--- src/rtl/vec_mem_seq_if.sv ---
// rtl/vec_mem_seq_if.sv - core request/response and memory bus bundle for vec_mem_seq (stride port only with VEC_STRIDE_EN)
interface vec_mem_seq_if #(
  parameter int NELEM = 16,
  parameter int EW    = 16
) ();
  logic                  start;
  logic                  op;
  logic [15:0]           base;
`ifdef VEC_STRIDE_EN
  logic [15:0]           stride;
`endif
  logic [NELEM*EW-1:0]   vec_in;
  logic [NELEM*EW-1:0]   vec_out;
  logic                  busy;
  logic                  done;
  logic [15:0]           Addr;
  logic                  RD;
  logic                  WR;
  logic [EW-1:0]         DataOut;
  logic [EW-1:0]         DataIn;

  modport slave (
`ifdef VEC_STRIDE_EN
    input  stride,
`endif
    input  start, op, base, vec_in, DataIn,
    output vec_out, busy, done, Addr, RD, WR, DataOut
  );

  modport master (
`ifdef VEC_STRIDE_EN
    output stride,
`endif
    output start, op, base, vec_in, DataIn,
    input  vec_out, busy, done, Addr, RD, WR, DataOut
  );
endinterface

--- src/rtl/vec_mem_seq.sv ---
// rtl/vec_mem_seq.sv - vector load/store sequencer, one memory word per cycle; VEC_STRIDE_EN adds a strided address stream
module vec_mem_seq #(
  parameter int NELEM = 16,
  parameter int EW    = 16
) (
  input  logic           Clk1,
  input  logic           Reset,
  vec_mem_seq_if.slave   bus
);
  localparam int KW = (NELEM > 1) ? $clog2(NELEM) : 1;
  localparam logic [KW-1:0] K_LAST = KW'(NELEM - 1);

  typedef enum logic [2:0] {S_IDLE, S_LOAD, S_LDRAIN, S_STORE, S_DONE} state_t;

  state_t                  state_q, state_d;
  logic [KW-1:0]           k_q, k_d;
  logic [NELEM-1:0][EW-1:0] vec_q, vec_d;
  logic [NELEM-1:0][EW-1:0] vout_q, vout_d;
  logic [15:0]             addr_q, addr_d;
  logic                    rd_q, rd_d;
  logic                    wr_q, wr_d;
  logic [EW-1:0]           dout_q, dout_d;
  logic [15:0]             stride_w;

`ifdef VEC_STRIDE_EN
  logic [15:0]             stride_q, stride_d;
  assign stride_w = stride_q;
`else
  assign stride_w = 16'd1;
`endif

  // addr_q doubles as the running address accumulator, so no base*stride product is ever formed
  always_comb begin
    state_d = state_q;
    k_d     = k_q;
    vec_d   = vec_q;
    vout_d  = vout_q;
    addr_d  = addr_q;
    rd_d    = rd_q;
    wr_d    = wr_q;
    dout_d  = dout_q;
`ifdef VEC_STRIDE_EN
    stride_d = stride_q;
`endif
    case (state_q)
      S_IDLE: begin
        if (bus.start) begin
          vec_d  = bus.vec_in;
          k_d    = '0;
          addr_d = bus.base;
`ifdef VEC_STRIDE_EN
          stride_d = bus.stride;
`endif
          if (bus.op) begin
            state_d = S_STORE;
            wr_d    = 1'b1;
            dout_d  = bus.vec_in[EW-1:0];
          end else begin
            state_d = S_LOAD;
            rd_d    = 1'b1;
          end
        end
      end
      S_LOAD: begin
        // read data trails the strobe by one cycle, so this cycle returns element k-1
        if (k_q != '0) vout_d[k_q - 1'b1] = bus.DataIn;
        if (k_q == K_LAST) begin
          state_d = S_LDRAIN;
          rd_d    = 1'b0;
        end else begin
          k_d    = k_q + 1'b1;
          addr_d = addr_q + stride_w;
        end
      end
      S_LDRAIN: begin
        vout_d[NELEM-1] = bus.DataIn;
        state_d         = S_DONE;
      end
      S_STORE: begin
        if (k_q == K_LAST) begin
          state_d = S_DONE;
          wr_d    = 1'b0;
        end else begin
          k_d    = k_q + 1'b1;
          addr_d = addr_q + stride_w;
          dout_d = vec_q[k_q + 1'b1];
        end
      end
      S_DONE:  state_d = S_IDLE;
      default: state_d = S_IDLE;
    endcase
  end

  always_ff @(posedge Clk1) begin
    if (Reset) begin
      state_q <= S_IDLE;
      k_q     <= '0;
      vec_q   <= '0;
      vout_q  <= '0;
      addr_q  <= '0;
      rd_q    <= 1'b0;
      wr_q    <= 1'b0;
      dout_q  <= '0;
`ifdef VEC_STRIDE_EN
      stride_q <= '0;
`endif
    end else begin
      state_q <= state_d;
      k_q     <= k_d;
      vec_q   <= vec_d;
      vout_q  <= vout_d;
      addr_q  <= addr_d;
      rd_q    <= rd_d;
      wr_q    <= wr_d;
      dout_q  <= dout_d;
`ifdef VEC_STRIDE_EN
      stride_q <= stride_d;
`endif
    end
  end

  assign bus.vec_out = vout_q;
  assign bus.busy    = (state_q == S_LOAD) || (state_q == S_LDRAIN) || (state_q == S_STORE);
  assign bus.done    = (state_q == S_DONE);
  assign bus.Addr    = addr_q;
  assign bus.RD      = rd_q;
  assign bus.WR      = wr_q;
  assign bus.DataOut = dout_q;
endmodule

--- src/flat_wrapper.sv ---
// flat-port wrapper written by rule: the top's interface ports become plain ports
module vec_mem_seq_flat 
#(
  parameter int NELEM = 16,
  parameter int EW    = 16
)
  (Clk1, Reset, bus_start, bus_op, bus_base, bus_vec_in, bus_DataIn, bus_vec_out, bus_busy, bus_done, bus_Addr, bus_RD, bus_WR, bus_DataOut);
  vec_mem_seq_if #(.NELEM(NELEM), .EW(EW)) bus_i ();
  input  logic Clk1;
  input  logic Reset;
  input wire logic [$bits(bus_i.start)-1:0] bus_start;
  input wire logic [$bits(bus_i.op)-1:0] bus_op;
  input wire logic [$bits(bus_i.base)-1:0] bus_base;
  input wire logic [$bits(bus_i.vec_in)-1:0] bus_vec_in;
  input wire logic [$bits(bus_i.DataIn)-1:0] bus_DataIn;
  output wire logic [$bits(bus_i.vec_out)-1:0] bus_vec_out;
  output wire logic [$bits(bus_i.busy)-1:0] bus_busy;
  output wire logic [$bits(bus_i.done)-1:0] bus_done;
  output wire logic [$bits(bus_i.Addr)-1:0] bus_Addr;
  output wire logic [$bits(bus_i.RD)-1:0] bus_RD;
  output wire logic [$bits(bus_i.WR)-1:0] bus_WR;
  output wire logic [$bits(bus_i.DataOut)-1:0] bus_DataOut;
  assign bus_i.start = bus_start;
  assign bus_i.op = bus_op;
  assign bus_i.base = bus_base;
  assign bus_i.vec_in = bus_vec_in;
  assign bus_i.DataIn = bus_DataIn;
  assign bus_vec_out = bus_i.vec_out;
  assign bus_busy = bus_i.busy;
  assign bus_done = bus_i.done;
  assign bus_Addr = bus_i.Addr;
  assign bus_RD = bus_i.RD;
  assign bus_WR = bus_i.WR;
  assign bus_DataOut = bus_i.DataOut;
  vec_mem_seq #(.NELEM(NELEM), .EW(EW)) u_core (.Clk1(Clk1), .Reset(Reset), .bus(bus_i));
endmodule
--- config.mk ---
export PLATFORM = sky130hd
export DESIGN_NAME = vec_mem_seq_flat
export DESIGN_NICKNAME = d
export VERILOG_FILES = /design/src/rtl/vec_mem_seq_if.sv /design/src/rtl/vec_mem_seq.sv /design/src/flat_wrapper.sv
export SDC_FILE = /design/constraint.sdc
export NUM_CORES = 1
export LEC_CHECK = 0
export BUFFER_PORTS_ARGS = -buffer_cell sky130_fd_sc_hd__buf_2
export CAP_MARGIN = 10
export CORE_AREA = 2 2 230 232
export CTS_CLUSTER_SIZE = 8
export DETAILED_ROUTE_END_ITERATION = 6
export DIE_AREA = 0 0 232 234
export MAX_ROUTING_LAYER = met4
export PLACE_DENSITY = 0.67
export SLEW_MARGIN = 30
export SYNTH_ARGS = -nofsm -noshare
export SYNTH_HDL_FRONTEND = slang
export SYNTH_SLANG_ARGS = --single-unit
--- constraint.sdc ---
create_clock -name Clk1 -period 8.6 [get_ports Clk1]
set_input_delay 1.29 -clock Clk1 [delete_from_list [all_inputs] [get_ports Clk1]]
set_output_delay 1.29 -clock Clk1 [all_outputs]
set_load 0.01 [all_outputs]
==> results.txt, run 1 <==
- Result of the run: finished, final reports clean
* Remaining antenna violation count: 0
- After clock tree synthesis, the clock-pin slew on the worst setup and hold paths is about 60 ps.
- Syn_nets: 3,053
* Die height: ~230 um
- Once placement finished, the instance area stood at ~26,000 sq um.
* Worst supply voltage drop on vdd: 0.138 mV
- Total power of the final layout: 6.21 mW
- The worst path needs 3540 ps of the cycle, external delays included.
* Worst setup slack for register-to-register paths: 5060 ps
* CP arrival: 4060 ps
- Met2 Usage GRT: 0.474
- The die is 232 um wide.
- Number of vias after detailed routing: 22,315
- Number of buffers created by CTS: 79
- Number of cells produced by synthesis: around 2,800
- For this run, global-route usage on met3 was measured as 0.0534.
- STA puts the critical path data required time at 9110 ps.
- TritonCTS built the clock tree.
- DRC Markers: 0
* Total clock sinks: about 550
- STA classifies the critical path startpoint as a flop.
- Average routed wire per standard cell: between 20 and 25 um
- Slowest cell delay on critical path: between 600 and 700 ps
- Summing all non-filler instances in the final layout gives an area of 27,900 sq um.
- Xor-xnor portion of the synthesized cell area: 0.00306
* Layout cells sized above 1: 0.247
* Placement Rows: 84
- Area of the die: 54,300 sq um
* Share of the synthesized area in compound gates (AO/OA/AOI/OAI): 0.210
- Register bit count reported by yosys: about 550
- The H-tree generated during clock tree synthesis spans 3 levels.
- Of the total synthesized cell area, the portion taken by full adders, half adders and majority gates is 0.00383.
- Global routing usage summed across all routing layers: 0.293
- Final clock period utilization by the worst path: 0.412
- The count of pins over their slew limit came to 0.
* Fraction of synthesis flops using an asynchronous set or reset pin: 0
* Initial core utilization: 0.439
- For the pin with the worst max-slew slack, the measured transition is 959 ps.
- Basic-gate share of the synthesized area counting and, or, nand and nor cells: 0.171
- In the routed layout, each cell is associated on average with a via count of 5.79.
- Kind of critical path: flop to flop
- Area growth syn-to-layout: 21.9%
- Fin. Hold Viols: 0
* Commonest non-fill, non-tap cell in the layout: nand2_1
- CTS-repair resized insts: 0
- The initial antenna violation count is 4.
- Number of buffers on the longest clock path: 3
* Commonest non-fill, non-tap cells in the layout: 588 x nand2_1, 582 x buf_2, 552 x dfxtp_1
* Half-perimeter wire length of the detailed placement result: 53,500 um
- The cell area that synthesis handed to floorplanning was 22,900 sq um.
* Worst slew margin: 0.360
* Global-route track usage on met1: 0.357
- Critical Path Sink Type: flop
- Number of global-route vias before repair: 20,838
- The first routing iteration left 2,293 violations.
- At the end of the flow the core is filled with cells to 0.536.
- The tree is rooted in a clkbuf_16.
* Leakage Power: 11.0 nW
- Unrepaired setup endpoints after global routing: no
- DRT Wirelength: 80,900 um
- Yosys mapped a number of flops with a built-in enable equal to 0.
- CP Cell Sequence: buf_4 -> ha_1 -> xor2_4 -> nor2_2 -> a22oi_1 -> o211ai_1 -> a31oi_1
* Slowest cell on crit path: xor2_4
- Overflow left after global routing: 0
- For this run, the leading register cell type out of synthesis is dfxtp_1.
* Placed Cells incl. Taps: 3,764
- Post-layout instance count excluding filler cells: 3,856
- In this run the most used layer during global routing was met2.
- The first detailed-routing pass ran for 6 iterations.
- At the placement stage, the worst setup path has a slack of 4650 ps.
- Combinational family with the most area after synthesis: compound AO/OA/AOI/OAI gates
- At the end of the flow, the number of nets in the layout was about 3,500.
* Number of max-cap violations: 0
* Worst Skew: about 14 ps
- Post-CTS setup-driven buffer insertion count: 0
- The share of the Yosys chip area taken by registers is 0.484.
* Total setup violations reported at the end of the flow: 0
* Number of buffer cells added on primary ports: 583
- Post-Syn Area per Cell: 8.30 sq um
- Entering global routing, the biggest net connects 235 pins.
- In this run the worst hold path is classified as flop to flop.
- Mux cell area share after synthesis: 0.0706
* Hold-fix buffer count after cts: 0
- Netlist cell types: 67
- Clock insertion delay at the later pin of the skew report: 600 ps
- Setup slack closes at 5060 ps.
* First-pass GRT wire length: 120,000 um
* Area of the core: 52,000 sq um
- Final TNS setup: 0 ps
* Worst-case hold slack: 450 ps
* Pwr dens: 223 nW/um^2
* RePlAce Congestion: 0.868
- Number of I/O pins: 584
- Static timing analysis puts the maximum clock frequency at between 0.2 and 0.3 GHz.
- Synth warn: 0
- Critical path fanouts, max: 47
-- final cells by class --
type | count | area, sq um
sequential | 553 | 11100
fill | 4887 | 24200
inverter | 6 | 23.8
tap | 688 | 861
clock buffer | 82 | 2030
multi-input combinational | 1910 | 10600
clock inverter | 6 | 45.0
timing repair buffer | 609 | 3220
antenna | 2 | 5.00
-- cells by family after synthesis --
logic type / after synthesis
buffers and inverters: 291
AO/OA/AOI/OAI: 884
AND/OR/NAND/NOR: 914
XOR/XNOR: 5
flip-flops: 553
adder cells (fa/ha/maj): 7
multiplexers: 100
-- routing by layer --
metal | part of all wire | vias to the layer above
li1 | - | 10389
met1 | 0.39 | 10559
met2 | 0.48 | 1187
met3 | 0.092 | 180
met4 | 0.039 | 0
met5 | 0 | -
-- worst paths after layout --
check | start | endpoint | depth (start not counted)
max | u_core.k_q[0] | u_core.bus.DataOut[5] | 7
max reg2reg | u_core.k_q[0] | u_core.bus.DataOut[5] | 7
min | u_core.vec_q[4] | u_core.vec_q[4] | 2
min reg2reg | u_core.vec_q[4] | u_core.vec_q[4] | 2
-- registers in the layout, indices dropped and copies added, names as in the netlist --
name / count
u_core.bus.Addr: 16
u_core.bus.DataOut: 16
u_core.bus.RD: 1
u_core.bus.WR: 1
u_core.bus.vec_out: 256
u_core.k_q: 4
u_core.state_q: 3
u_core.vec_q: 256
-- worst max-delay path, delay by kind of cell (launching register included) --
kind,cells,cell delay [ps]
xor+xnor,1,670
compound gates,3,960
simple gates,1,320
buf+inv,1,590
fa+ha+maj,1,580
flops,1,320
-- report_power, final --
group | internal, mW | total [mW] | switching, mW | leakage, nW
registers | 2.68 | 2.74 | 0.0665 | 4.50
clock network | 1.65 | 2.73 | 1.08 | 1.03
logic | 0.249 | 0.741 | 0.492 | 5.51
total | 4.57 | 6.21 | 1.64 | 11.0
-- synth_stat cells (all sizes together), types with 2 or more instances --
master,n,area (sq um)
buf,114,627
nand2,593,2230
a22o,2,17.5
a22oi,19,148
a21oi,514,2580
mux4,49,1100
o221ai,16,140
and3,2,12.5
a211oi,3,22.5
nor3b,2,20.0
nor4,2,12.5
o21ai,259,1330
nand4,3,18.8
o21a,3,22.5
nor3,9,56.3
a2bb2oi,4,41.3
a31oi,16,100
a221oi,19,166
nor2b,3,18.8
nand3,252,1270
ha,7,87.6
inv,5,18.8
clkbuf,171,649
nor2,29,119
o211ai,14,105
dfxtp,553,11100
o22ai,3,31.3
nand4b,2,17.5
o31ai,2,15.0
and2,8,50.1
a21o,2,15.0
nand2b,3,18.8
xnor2,4,42.6
mux2i,51,510
a21boi,3,30.0
or3,2,12.5
(Power assumes the default switching activity.)
==> run 2: changes to the inputs <==
Clock period 8.6 ns to 3.6 ns, I/O delays scaled along.
==> run 2 against run 1 <==
Against the previous run: critical path depth down 1; utilization up 0.23 points; clock power up 140%; worst setup slack worse by 4400 ps; largest power group unchanged.
==> results.txt, run 2 (synthesis gave the netlist of run 1 again) <==
- The flow ran to the end, and the final reports show no timing, DRC or antenna violations.
* Commonest non-fill, non-tap cell in the layout: nand2_1
- Total buffers and inverters traversed by the critical path: 2 (+1)
* Largest net degree at the start of global routing: 172 (-27%)
* Largest delay share family, worst path: adder cells
- Min-Delay Endpoint: u_core.vec_q[89]
* Critical Path Sink Type: flop
- Relative to the synthesized area, the layout overhead comes to 22.4%.
- Final TNS setup: 0 ps (unchanged)
- Initial antenna violation count: 3 (-1)
* Number of global-route vias before repair: 20,902 (+0.31%)
- The clock insertion delay at the later pin of the skew report is 610 ps (about the same).
- Die height: 234 um (unchanged)
- The internal power is 10.9 mW (+140%).
* Number of DRC markers after the initial detailed-route iteration: 2,341 (+2.1%)
* Die X: 232 um (unchanged)
- The part of the total power dissipated in the clock network came to 0.440 (about the same).
* Total setup violations reported at the end of the flow: 0 (unchanged)
* First-pass GRT wire length: 123,000 um (+1.8%)
- Kind of critical path: flop to flop
- Slowest cell delay on critical path: 630 ps (-40 ps)
- The leakage power was 11.1 nW (+0.25%).
- Worst Reg2Reg Path Length in Cells: 6 (-1)
- Hold-fix buffer count after cts: 0 (unchanged)
- The part of the total power dissipated in combinational logic is 0.120 (about the same).
- The area used by sequential logic in the layout is 11,100 sq um (unchanged).
* Min-Delay Path Depth: 3 (+1)
- Number of optimization iterations in the first detailed-route pass: 5 (-1)
- The total via count after detailed routing came to 22,500 (+0.83%).
- Clock tree from TritonCTS: built
- Commonest non-fill, non-tap cells in the layout: 588 x nand2_1, 582 x buf_2, 552 x dfxtp_1
- CTS H-tree depth: 3 (unchanged)
- For this design, the slowest cell found on the critical path is ha_4.
- The number of hold violations in the final report came to 0 (unchanged).
- The slew at the pin closest to its max-slew limit was 985 ps (+26.2 ps).
- Clock slew seen by the registers of the worst setup and hold paths: 50 ps (about the same)
* Critical Path Start Type: flop
* Worst reg2reg startpoint: u_core.k_q[1]
* Hold Path Origin: bus_vec_in[89]
- Pwr dens: 533 nW/um^2 (+140%)
- Critical path fanouts, max: 25 (-47%)
- Sw Ratio: 0.267 (+0.00336)
- The number of placed cells counting well taps was 3,775 (+0.29%).
- The worst-case headroom to the max-slew limit is 0.343 (-0.0166).
* Area of the die: 54,300 sq um (unchanged)
* RePlAce Congestion: 0.906 (+4.4%)
* Post-CTS setup-driven buffer insertion count: 0 (unchanged)
* DRC Markers: 0 (unchanged)
- Register share of total power: 0.441 (about the same)
* Layout cells sized above 1: 0.249 (+0.00150)
* Final min period: 2940 ps (-598 ps)
* Number of buffers on the longest clock path: 3 (unchanged)
* Final slew viol count: 0 (unchanged)
- Total clock sinks: 553 (unchanged)
- The worst-case register-to-register setup slack is 660 ps (-4400 ps).
- Fillers: 4,870 (-0.35%)
- The largest voltage drop on the vdd net is 0.284 mV (+110%).
* R2r endpoint: u_core.bus.DataOut[10]
* DRT Wirelength: 82,100 um (+1.5%)
- The number of cell rows came to 84 (unchanged).
- The required time at the endpoint of the critical path came to 4070 ps (-5040 ps).
* Total Nets Final: 3,467 (+0.26%)
- The worst hold path belongs to the class input pin to flop.
* Initial core utilization: 0.439 (unchanged)
* CP arrival: 3420 ps (-640 ps)
- Average routed wire per standard cell: 21.2 um (+1.2%)
- The critical path starts at u_core.k_q[1].
* Overflow left after global routing: 0 (unchanged)
- The maximum achievable frequency was 0.340 GHz (+20%).
- Setup repair after global routing left no endpoint under its margin.
- Area of the core: 52,000 sq um (unchanged)
- The detailed-route vias per instance was 5.82 (+0.54%).
- Net Switching: 3.98 mW (+140%)
* Number of I/O pins: 584 (unchanged)
* Post-layout instance count excluding filler cells: 3,867 (+0.29%)
- Clock root buffer: clkbuf_16
* Half-perimeter wire length of the detailed placement result: 55,100 um (+2.9%)
- The final clock skew is 17.7 ps (+3.69 ps).
- The final antenna-violating net count came to 0 (unchanged).
- Total area of multi-input combinational cells: 10,600 sq um (-0.32%)
* Global routing usage summed across all routing layers: 0.299 (+0.00628)
- Number of max-cap violations: 0 (unchanged)
- CP Cell Sequence: inv_1 -> ha_4 -> buf_4 -> mux4_2 -> a221oi_1 -> a31oi_1
- The count of input and output buffers came to 583 (unchanged).
- The final period utilization came to 0.818 (+0.406).
* CTS-repair resized insts: 0 (unchanged)
* Number of buffers created by CTS: 79 (unchanged)
[run 2: area by class of cell]
cell class	count	share of cell area
flip-flops and latches	553	0.396
multi-input cells	1910	0.378
repair buffers	618	0.119
clock buffers	81	0.0720
well taps	688	0.0308
clock inverters	7	0.00335
inverters	6	0.000805
diodes	4	0.000358
[run 2: power groups by stage]
stage / logic [mW] / registers [mW] / clock network [mW]
4_1_cts: 1.77 / 6.56 / 6.64
2_1_floorplan: 1.14 / 6.63 / 0
5_1_grt: 1.93 / 6.58 / 6.89
6_report: 1.79 / 6.57 / 6.55
3_3_place_gp: 1.74 / 6.67 / 0
3_5_place_dp: 1.77 / 6.68 / 0
[run 2: worst max path at each step]
stage / to / slack, ps / cells past startpoint
finish: u_core.bus.DataOut[10] / 660 / 6
global route: u_core.bus.vec_out[64] / 460 / 8
CTS: u_core.bus.DataOut[10] / 610 / 6
detailed placement: u_core.bus.DataOut[10] / 610 / 6
global placement: u_core.bus.DataOut[10] / 610 / 6
floorplan: u_core.bus.DataOut[14] / 660 / 10
[run 2: worst register-to-register path, stage by stage (launching register included)]
cell	delay [ps]
dfxtp_1	520
inv_1	170
ha_4	630
buf_4	320
mux4_2	570
a221oi_1	470
a31oi_1	140
[run 2: stage by stage]
stage	worst slack (ps)	total power [mW]	hold slack [ps]	utilization	area, sq um
floorplan	661	7.77	433	-	22900
global placement	614	8.40	440	0.497	25800
detailed placement	608	8.45	444	0.497	25900
CTS	609	15.0	140	0.538	28000
global route	460	15.4	164	0.538	28000
finish	656	14.9	170	0.538	28000
[run 2: layer usage]
layer,global-route usage,share of wire,up-vias
met5,-,0,-
met4,0.141,0.044,0
met3,0.0561,0.092,205
met2,0.475,0.47,1178
met1,0.368,0.39,10700
li1,-,-,10417
